<file path="src/rtl/miner_pkg.sv">
// Shared widths, FSM state and record types for the miner work dispatcher and the miner core.
package miner_pkg;

    localparam int HDR_W   = 512;
    localparam int HASH_W  = 256;
    localparam int NONCE_W = 32;

    // SHA-256 initial hash value H0..H7; the miner core seeds its first compression with this.
    localparam logic [255:0] SHA256_H0 =
        256'h6a09e667_bb67ae85_3c6ef372_a54ff53a_510e527f_9b05688c_1f83d9ab_5be0cd19;

    typedef enum logic [1:0] {
        IDLE,
        ISSUE,
        DRAIN
    } state_t;

    typedef struct packed {
        logic [HDR_W-1:0]   header;
        logic [HASH_W-1:0]  target;
        logic [NONCE_W-1:0] nonce_end;
    } job_t;

    typedef struct packed {
        logic               vld;
        logic               hit;
        logic [NONCE_W-1:0] nonce;
        logic [HASH_W-1:0]  hash;
    } cmp_t;

endpackage

</file>
<file path="src/rtl/nonce_fifo.sv">
// Synchronous FIFO holding the nonces currently inside the miner, oldest at the head.
module nonce_fifo #(
    parameter int WIDTH = 32,
    parameter int DEPTH = 64,
    parameter int AW    = 6
) (
    input  logic             clk,
    input  logic             rst,
    input  logic             push,
    input  logic [WIDTH-1:0] push_data,
    input  logic             pop,
    output logic [WIDTH-1:0] pop_data,
    output logic             full,
    output logic             empty
);

    localparam logic [AW:0] FULL_CNT = (AW+1)'(DEPTH);

    logic [WIDTH-1:0] mem [DEPTH];
    logic [AW-1:0]    wr_ptr, rd_ptr;
    logic [AW:0]      count;
    logic             do_push, do_pop;

    // A pop frees the slot in the same cycle, so a full FIFO still takes a push alongside a pop.
    assign do_pop  = pop && !empty;
    assign do_push = push && (!full || do_pop);
    assign full    = (count == FULL_CNT);
    assign empty   = (count == '0);
    assign pop_data = mem[rd_ptr];

    always_ff @(posedge clk or posedge rst) begin
        if (rst) begin
            wr_ptr <= '0;
            rd_ptr <= '0;
            count  <= '0;
        end else begin
            if (do_push) wr_ptr <= wr_ptr + AW'(1);
            if (do_pop)  rd_ptr <= rd_ptr + AW'(1);
            count <= count + {{AW{1'b0}}, do_push} - {{AW{1'b0}}, do_pop};
        end
    end

    always_ff @(posedge clk) begin
        if (do_push) mem[wr_ptr] <= push_data;
    end

endmodule

</file>
<file path="src/rtl/miner_work_dispatcher.sv">
// Issues one nonce-stamped header per cycle into the miner, pairs returning hashes with their
// nonces in order, and presents hashes at or below the job target on a one-entry result slot.
module miner_work_dispatcher
    import miner_pkg::*;
#(
    parameter int NONCE_LSB  = 384,
    parameter int FIFO_DEPTH = 64,
    parameter int FIFO_AW    = 6
) (
    input  logic               clk,
    input  logic               rst,
    input  logic               job_valid,
    output logic               job_ready,
    input  logic [HDR_W-1:0]   job_header,
    input  logic [HASH_W-1:0]  job_target,
    input  logic [NONCE_W-1:0] job_nonce_start,
    input  logic [NONCE_W-1:0] job_nonce_end,
    input  logic               abort,
    output logic               miner_input_valid,
    output logic [HDR_W-1:0]   miner_block_header,
    input  logic               miner_output_valid,
    input  logic [HASH_W-1:0]  miner_hash_result,
    output logic               found_valid,
    input  logic               found_ready,
    output logic [NONCE_W-1:0] found_nonce,
    output logic [HASH_W-1:0]  found_hash,
    output logic               found_drop,
    output logic               busy,
    output logic               done,
    output logic               err_orphan
);

    state_t             state;
    job_t               job;
    logic [NONCE_W-1:0] cur;
    logic               discard;
    cmp_t               cmp;

    logic               fifo_full, fifo_empty;
    logic [NONCE_W-1:0] head_nonce;
    logic               issue, res_pop, res_cmp;

    assign job_ready = (state == IDLE);
    assign busy      = (state != IDLE);

    // Abort takes effect in the cycle it is raised, both for issue and for result comparison.
    assign issue    = (state == ISSUE) && !abort && !fifo_full;
    assign res_pop  = miner_output_valid && !fifo_empty;
    assign res_cmp  = res_pop && !discard && !(abort && state != IDLE);

    assign miner_input_valid = issue;

    always_comb begin
        miner_block_header = job.header;
        miner_block_header[NONCE_LSB +: NONCE_W] = cur;
    end

    nonce_fifo #(
        .WIDTH (NONCE_W),
        .DEPTH (FIFO_DEPTH),
        .AW    (FIFO_AW)
    ) u_fifo (
        .clk       (clk),
        .rst       (rst),
        .push      (issue),
        .push_data (cur),
        .pop       (res_pop),
        .pop_data  (head_nonce),
        .full      (fifo_full),
        .empty     (fifo_empty)
    );

    always_ff @(posedge clk or posedge rst) begin
        if (rst) begin
            state   <= IDLE;
            job     <= '0;
            cur     <= '0;
            discard <= 1'b0;
            done    <= 1'b0;
        end else begin
            done <= 1'b0;
            case (state)
                IDLE: begin
                    if (job_valid) begin
                        job   <= '{header: job_header, target: job_target, nonce_end: job_nonce_end};
                        cur   <= job_nonce_start;
                        state <= ISSUE;
                    end
                end
                ISSUE: begin
                    if (abort) begin
                        discard <= 1'b1;
                        state   <= DRAIN;
                    end else if (!fifo_full) begin
                        if (cur == job.nonce_end) state <= DRAIN;
                        else                      cur   <= cur + 32'd1;
                    end
                end
                DRAIN: begin
                    if (abort) discard <= 1'b1;
                    // Holding off while a compare is registered keeps done from beating its hit.
                    if (fifo_empty && !cmp.vld) begin
                        done    <= 1'b1;
                        discard <= 1'b0;
                        state   <= IDLE;
                    end
                end
                default: state <= IDLE;
            endcase
        end
    end

    always_ff @(posedge clk or posedge rst) begin
        if (rst) begin
            cmp        <= '0;
            err_orphan <= 1'b0;
        end else begin
            cmp.vld   <= res_pop;
            cmp.hit   <= res_cmp && (miner_hash_result <= job.target);
            cmp.nonce <= head_nonce;
            cmp.hash  <= miner_hash_result;
            if (miner_output_valid && fifo_empty) err_orphan <= 1'b1;
        end
    end

    always_ff @(posedge clk or posedge rst) begin
        if (rst) begin
            found_valid <= 1'b0;
            found_nonce <= '0;
            found_hash  <= '0;
            found_drop  <= 1'b0;
        end else begin
            found_drop <= 1'b0;
            if (found_valid && found_ready) found_valid <= 1'b0;
            if (cmp.hit) begin
                if (!found_valid || found_ready) begin
                    found_valid <= 1'b1;
                    found_nonce <= cmp.nonce;
                    found_hash  <= cmp.hash;
                end else begin
                    found_drop <= 1'b1;
                end
            end
        end
    end

endmodule
</file>
<file path="config.mk">
export PLATFORM = sky130hd
export DESIGN_NAME = miner_work_dispatcher
export DESIGN_NICKNAME = d
export VERILOG_FILES = /design/src/rtl/miner_pkg.sv /design/src/rtl/nonce_fifo.sv /design/src/rtl/miner_work_dispatcher.sv
export SDC_FILE = /design/constraint.sdc
export NUM_CORES = 2
export LEC_CHECK = 0
export BUFFER_PORTS_ARGS = -buffer_cell sky130_fd_sc_hd__buf_2
export CAP_MARGIN = 10
export CORE_AREA = 4 4 742 744
export CTS_CLUSTER_DIAMETER = 150
export DETAILED_ROUTE_END_ITERATION = 12
export DIE_AREA = 0 0 746 748
export GPL_TIMING_DRIVEN = 0
export PLACE_DENSITY_LB_ADDON = 0.12
export SYNTH_ARGS = -nofsm -noshare
export SYNTH_HDL_FRONTEND = slang
export SYNTH_HIERARCHICAL = 1
export SYNTH_SLANG_ARGS = --single-unit
</file>
<file path="constraint.sdc">
create_clock -name clk -period 122 [get_ports clk]
set_input_delay 6.1 -clock clk [delete_from_list [all_inputs] [get_ports clk]]
set_output_delay 6.1 -clock clk [all_outputs]
set_load 0.02 [all_outputs]
</file>
* Word-level counts from Yosys, hierarchy flattened *
Memory sizes are Yosys's and may differ from the RTL's. A register that Yosys moved wholly into a read port is not among the register bits.
Index checks and enable logic that the tools add are counted.

storage, ports and cells
  RAM bits = 2048
  output and inout bits = 807
  word-level logic and storage cells = 89
  register bits = 1404
  memories = 1
  input port bits = 1094

operators by class
  add/sub/neg operators = 5
  $lt $le $gt $ge = 1
  reduce and logical (&&, ||, !) cells = 30
  multiplexer cells = 23
  eq/ne operators = 11

memories
  name        words  width  read ports  clocked after Yosys merged registers in  write ports  line              source
  u_fifo.mem  64     32     1           1                                        1            nonce_fifo.sv:19  logic [WIDTH-1:0] mem [DEPTH];

operator list
  kind                                                   number
  less-or-equal comparator 256 bit                       1
  two-way mux 32 bit                                     4
  one-hot mux 32 bit (2 select lines)                    1
  adder 32 x 1 -> 32 bit, second input constant          1
  equality test 32 bit                                   1
  adder 6 x 1 -> 6 bit, second input constant            2
  logical AND 1 bit                                      12
  two-way mux 1 bit                                      11
  two-way mux 2 bit                                      5
  inequality test 2 bit, second input constant           5
  adder 7 x 1 -> 7 bit                                   1
  equality test 7 bit, second input constant             1
  logical NOT 1 bit                                      7
  logical NOT 7 bit                                      1
  subtractor 7 x 1 -> 7 bit                              1
  one-hot mux 2 bit (3 select lines)                     1
  nonzero test 2 bit                                     3
  AND reduction 5 bit                                    1
  AND reduction 2 bit                                    2
  AND reduction 4 bit                                    1
  inequality test 3 x 2 -> 1 bit, second input constant  1
  inequality test 3 bit, second input constant           1
  equality test 2 x 1 -> 1 bit, second input constant    1
  equality test 2 bit, second input constant             1
  3 further kinds                                        4

* Depth between registers and ports, before layout *
  depth after elaboration = 8
  gate-level depth with buffers = 19
  gate-level depth less buffers = 19

* By module *
The synthesis kept the hierarchy.

by module, submodules not included
  module                 cells each  times used  area an instance (um2)  sequential area each (um2)
  nonce_fifo             3633        1           79696.4                 61974.4
  miner_work_dispatcher  4253        1           58752.6                 34658.2

* Worst setup path after synthesis *
No wires, ideal clock.

  path type = input-to-output
  from = in abort
  to = out miner_input_valid
  path slack = 109.318 ns
  data required time = 115.900 ns
  buffers on the path = 0
  stages = 2
  data arrival time = 6.582 ns
  path through = nand2b_1 > nor2_1

on the way
  word-level cells in the longest chain between the ends = 3

RTL lines
  element                          line                         source
  start, declared                  miner_work_dispatcher.sv:18  input logic abort,
  logical NOT 1 bit                miner_work_dispatcher.sv:47  assign issue = (state == ISSUE) && !abort && !fifo_full;
  logical AND 1 bit (2 in series)  miner_work_dispatcher.sv:47
  end, declared                    miner_work_dispatcher.sv:19  output logic miner_input_valid,

No other way between the ends.

* Worst setup path after layout *
Ends and elaborated chain as after synthesis.

==> out/metrics.yaml <==
status: "finished clean"
cts_tree: "built"
cts_resized: 0
grt_util_all_layers_pct: 28.8
grt_util_met2_pct: 43.9
die_x_um: 746
vias: 89660
syn_area_per_cell_um2: 17.6
holdCritPathClass: "reg -> reg"
ys.flop_type: "edfxtp_1"
row_count: 271
die_y_um: 748
max-cap-violations: 0
drc: 0
synth_seq_cells: 3452
cp_max_fo: 4
tns_ps: 0
area_growth_pct: 27.6
fin_crit_sh_pct: 11.1
worst_slack_ps: 108450
cts_setup_buffers: 0
utilization_pct: 32.5
cp_slowest_cell: "nor2_2"
drt_iter0_drc: 9656
ios: 1901
ant_nets: 0
rrSetupSlack_ps: 115760
pwr-share-comb_pct: 40.8
rsz0062_at_grt: "false"
yosys_warnings: 6
cts_buffers: 415
drt_pass1_iterations: 6
clock-sinks: 3452
cp.required_ps: 115900
synth_cell_types: 74
hpwl_mm: 679
hold_viol_final: 0
synth_top_area_cell: "edfxtp_1"
clock_path_buffers: 4
fmax_mhz: 73.8
max-slew-margin-rel_pct: 5.49
syn-cell-area_um2: 138000
wl_per_cell_um: 44.2
endpoint_kind: "primary output"
ys_top_cells_by_area: "edfxtp_1 (44%), dfrtp_1 (25%), mux2_2 (9.0%)"
cp-start-kind: "input pin"
synth_nets: 9252
p_per_area_nw_per_um2: 29.3
clkPwrFrac_pct: 24.7
cts-root-buf: "clkbuf_16"
p_sw_mw: 2.17
netlist.area_leader.share_pct: 44.4
ir_drop_uv: 14.4
clk_latency_ps: 1030
cts_max_level: 5
grt.busiest_layer: "met2"
clk_pin_slew_ps: 60
initial_utilization_pct: 25.5
gp_congestion: 1.00
synth-edff-count: 2048
grt_pass1_wl_mm: 1020
p_leak_nw: 68.9
path_class: "in -> out"
overflow: 0
synth_cells: 7886
core_um2: 544000
crit_path_max_incr_delay_ps: 710
grt_use_met3_pct: 6.65
final_layout_size_suffix_gt1_share_pct: 46.2
portBuffers: 1868
antenna_found_initial: 737
tightest_slew_ps: 1410
power.internal_mw: 3.01
ctsHoldBuffers: 0
seqPwrFrac_pct: 34.5
grt_pass1_vias: 85396
finalWirelength_mm: 828
final_nets: 11690
grt_max_degree: 128
fin_worst_skew_ps: 128
ys_seq_area_share_pct: 69.8
die_area_um2: 558000
final_max_slew_viol_count: 0
swShare_pct: 41.9
period_needed_ps: 13550
dp_slack_ps: 108440
async_reset_ff_share_pct: 40.7
vias_per_cell: 4.78
cp.arrival_ps: 7450
grt_use_met1_pct: 39.8
crit_chain: "buf_2 > nand2b_1 > nor2_2 > buf_2"
cpMostUsedCell: "buf_2"
finalSetupViolCount: 0
## synthesized netlist by cell type, drive strengths merged, types with 8 or more instances
| library cell | n |
|---|---|
| a2111oi | 23 |
| a211oi | 31 |
| a21boi | 10 |
| a21o | 28 |
| a21oi | 178 |
| a221o | 13 |
| a221oi | 28 |
| a22oi | 54 |
| a31o | 9 |
| a31oi | 23 |
| and3 | 12 |
| and4 | 14 |
| buf | 629 |
| clkbuf | 196 |
| dfrtp | 1404 |
| edfxtp | 2048 |
| ha | 271 |
| inv | 285 |
| mux2 | 1104 |
| mux2i | 292 |
| mux4 | 423 |
| nand2 | 163 |
| nand2b | 13 |
| nand3 | 66 |
| nand4 | 60 |
| nor2 | 167 |
| nor2b | 23 |
| nor3 | 17 |
| nor4 | 11 |
| o211ai | 8 |
| o21ai | 81 |
| o221ai | 27 |
| o22ai | 60 |
| o32ai | 11 |
| xnor2 | 43 |
## sequential cells by signal (all words and copies together), names as in the netlist
| name | cells |
|---|---|
| cmp | 290 |
| u_fifo/wr_ptr | 6 |
| miner_block_header | 480 |
| found_hash | 256 |
| u_fifo/mem | 2048 |
| state | 2 |
| found_nonce | 32 |
| job | 288 |
| done | 1 |
| found_drop | 1 |
| cur | 32 |
| discard | 1 |
| u_fifo/count | 7 |
| found_valid | 1 |
| u_fifo/rd_ptr | 6 |
| err_orphan | 1 |
## power groups by stage
stage | combinational [mW] | sequential [mW] | clock, mW
after floorplan | 0.953 | 1.77 | 0
after global placement | 1.93 | 1.92 | 0
after detailed placement | 2.10 | 1.80 | 0
after CTS | 2.11 | 1.78 | 1.31
after global routing | 2.18 | 1.80 | 1.36
final | 2.11 | 1.79 | 1.28
## layout make-up
type	instances	area, um^2
Clock buffer	579	11700
Timing Repair Buffer	2021	12500
Multi-Input combinational cell	3324	36100
Clock inverter	195	2180
Fill cell	53833	367000
Inverter	285	1080
Tap cell	7234	9050
Buffer	825	5230
Antenna cell	824	2060
Sequential cell	3452	96800
## stage by stage
stage / hold slack (ps) / cells / cell area (um^2) / power (mW)
final: 451 / 18739 / 177000 / 5.18
after global routing: 480 / 18420 / 176000 / 5.34
after CTS: 449 / 17910 / 175000 / 5.20
after detailed placement: 450 / 17136 / 161000 / 3.89
after global placement: 454 / 16988 / 157000 / 3.85
after floorplan: 440 / 7886 / 138000 / 2.72
## final timing paths
path,start,end,cells after the start
max in group asynchronous,rst,miner_block_header[93],6
max,abort,miner_input_valid,4
min,cmp[196],found_hash[196],1
max reg2reg,state[1],u_fifo/mem[3][16],11
min reg2reg,cmp[196],found_hash[196],1
min in group asynchronous,rst,job[282],2
## kinds of logic (layout without fill, tap and decap cells)
| logic type | after synthesis | in the layout | synth area share [%] |
|---|---|---|---|
| buffers and inverters | 1110 | 3905 | 4.53 |
| multiplexers | 1819 | 1819 | 18.0 |
| other | 0 | 824 | 0 |
| adder cells (fa/ha/maj) | 272 | 272 | 2.46 |
| flip-flops | 3452 | 3452 | 69.8 |
| XOR/XNOR | 47 | 47 | 0.297 |
| AO/OA/AOI/OAI | 617 | 617 | 2.94 |
| AND/OR/NAND/NOR | 569 | 569 | 1.99 |
## routing by layer
layer | share of wire [%] | wire (um)
met1 | 44 | 364000
met2 | 44 | 366000
met3 | 7.2 | 59600
met4 | 4.6 | 37900
met5 | 0.080 | 660
## worst max-delay path: cells and delay by family
kind / cells / cell delay [ps]
AND/OR/NAND/NOR: 2 / 870
buffers and inverters: 2 / 440
## cell usage in the layout (no fill, tap or decap), drive strengths merged, types with 11 or more instances in the layout
master    instances
a221oi           28
a22oi            54
nand3            66
a2111oi          23
xnor2            43
mux2           1104
o21ai            81
mux4            423
inv             296
a21oi           178
clkinv          134
a21o             28
buf            2650
o22ai            60
diode           824
a31oi            23
a211oi           31
a221o            13
edfxtp         2048
mux2i           292
o32ai            11
and4             14
nand4            60
nor2            167
clkbuf          775
o221ai           27
clkinvlp         14
nand2b           13
and3             12
nor3             17
nor2b            23
dfrtp          1404
nand2           163
nor4             11
ha              271
bufinv           36
No activity file was read; power rests on OpenSTA's default activity.
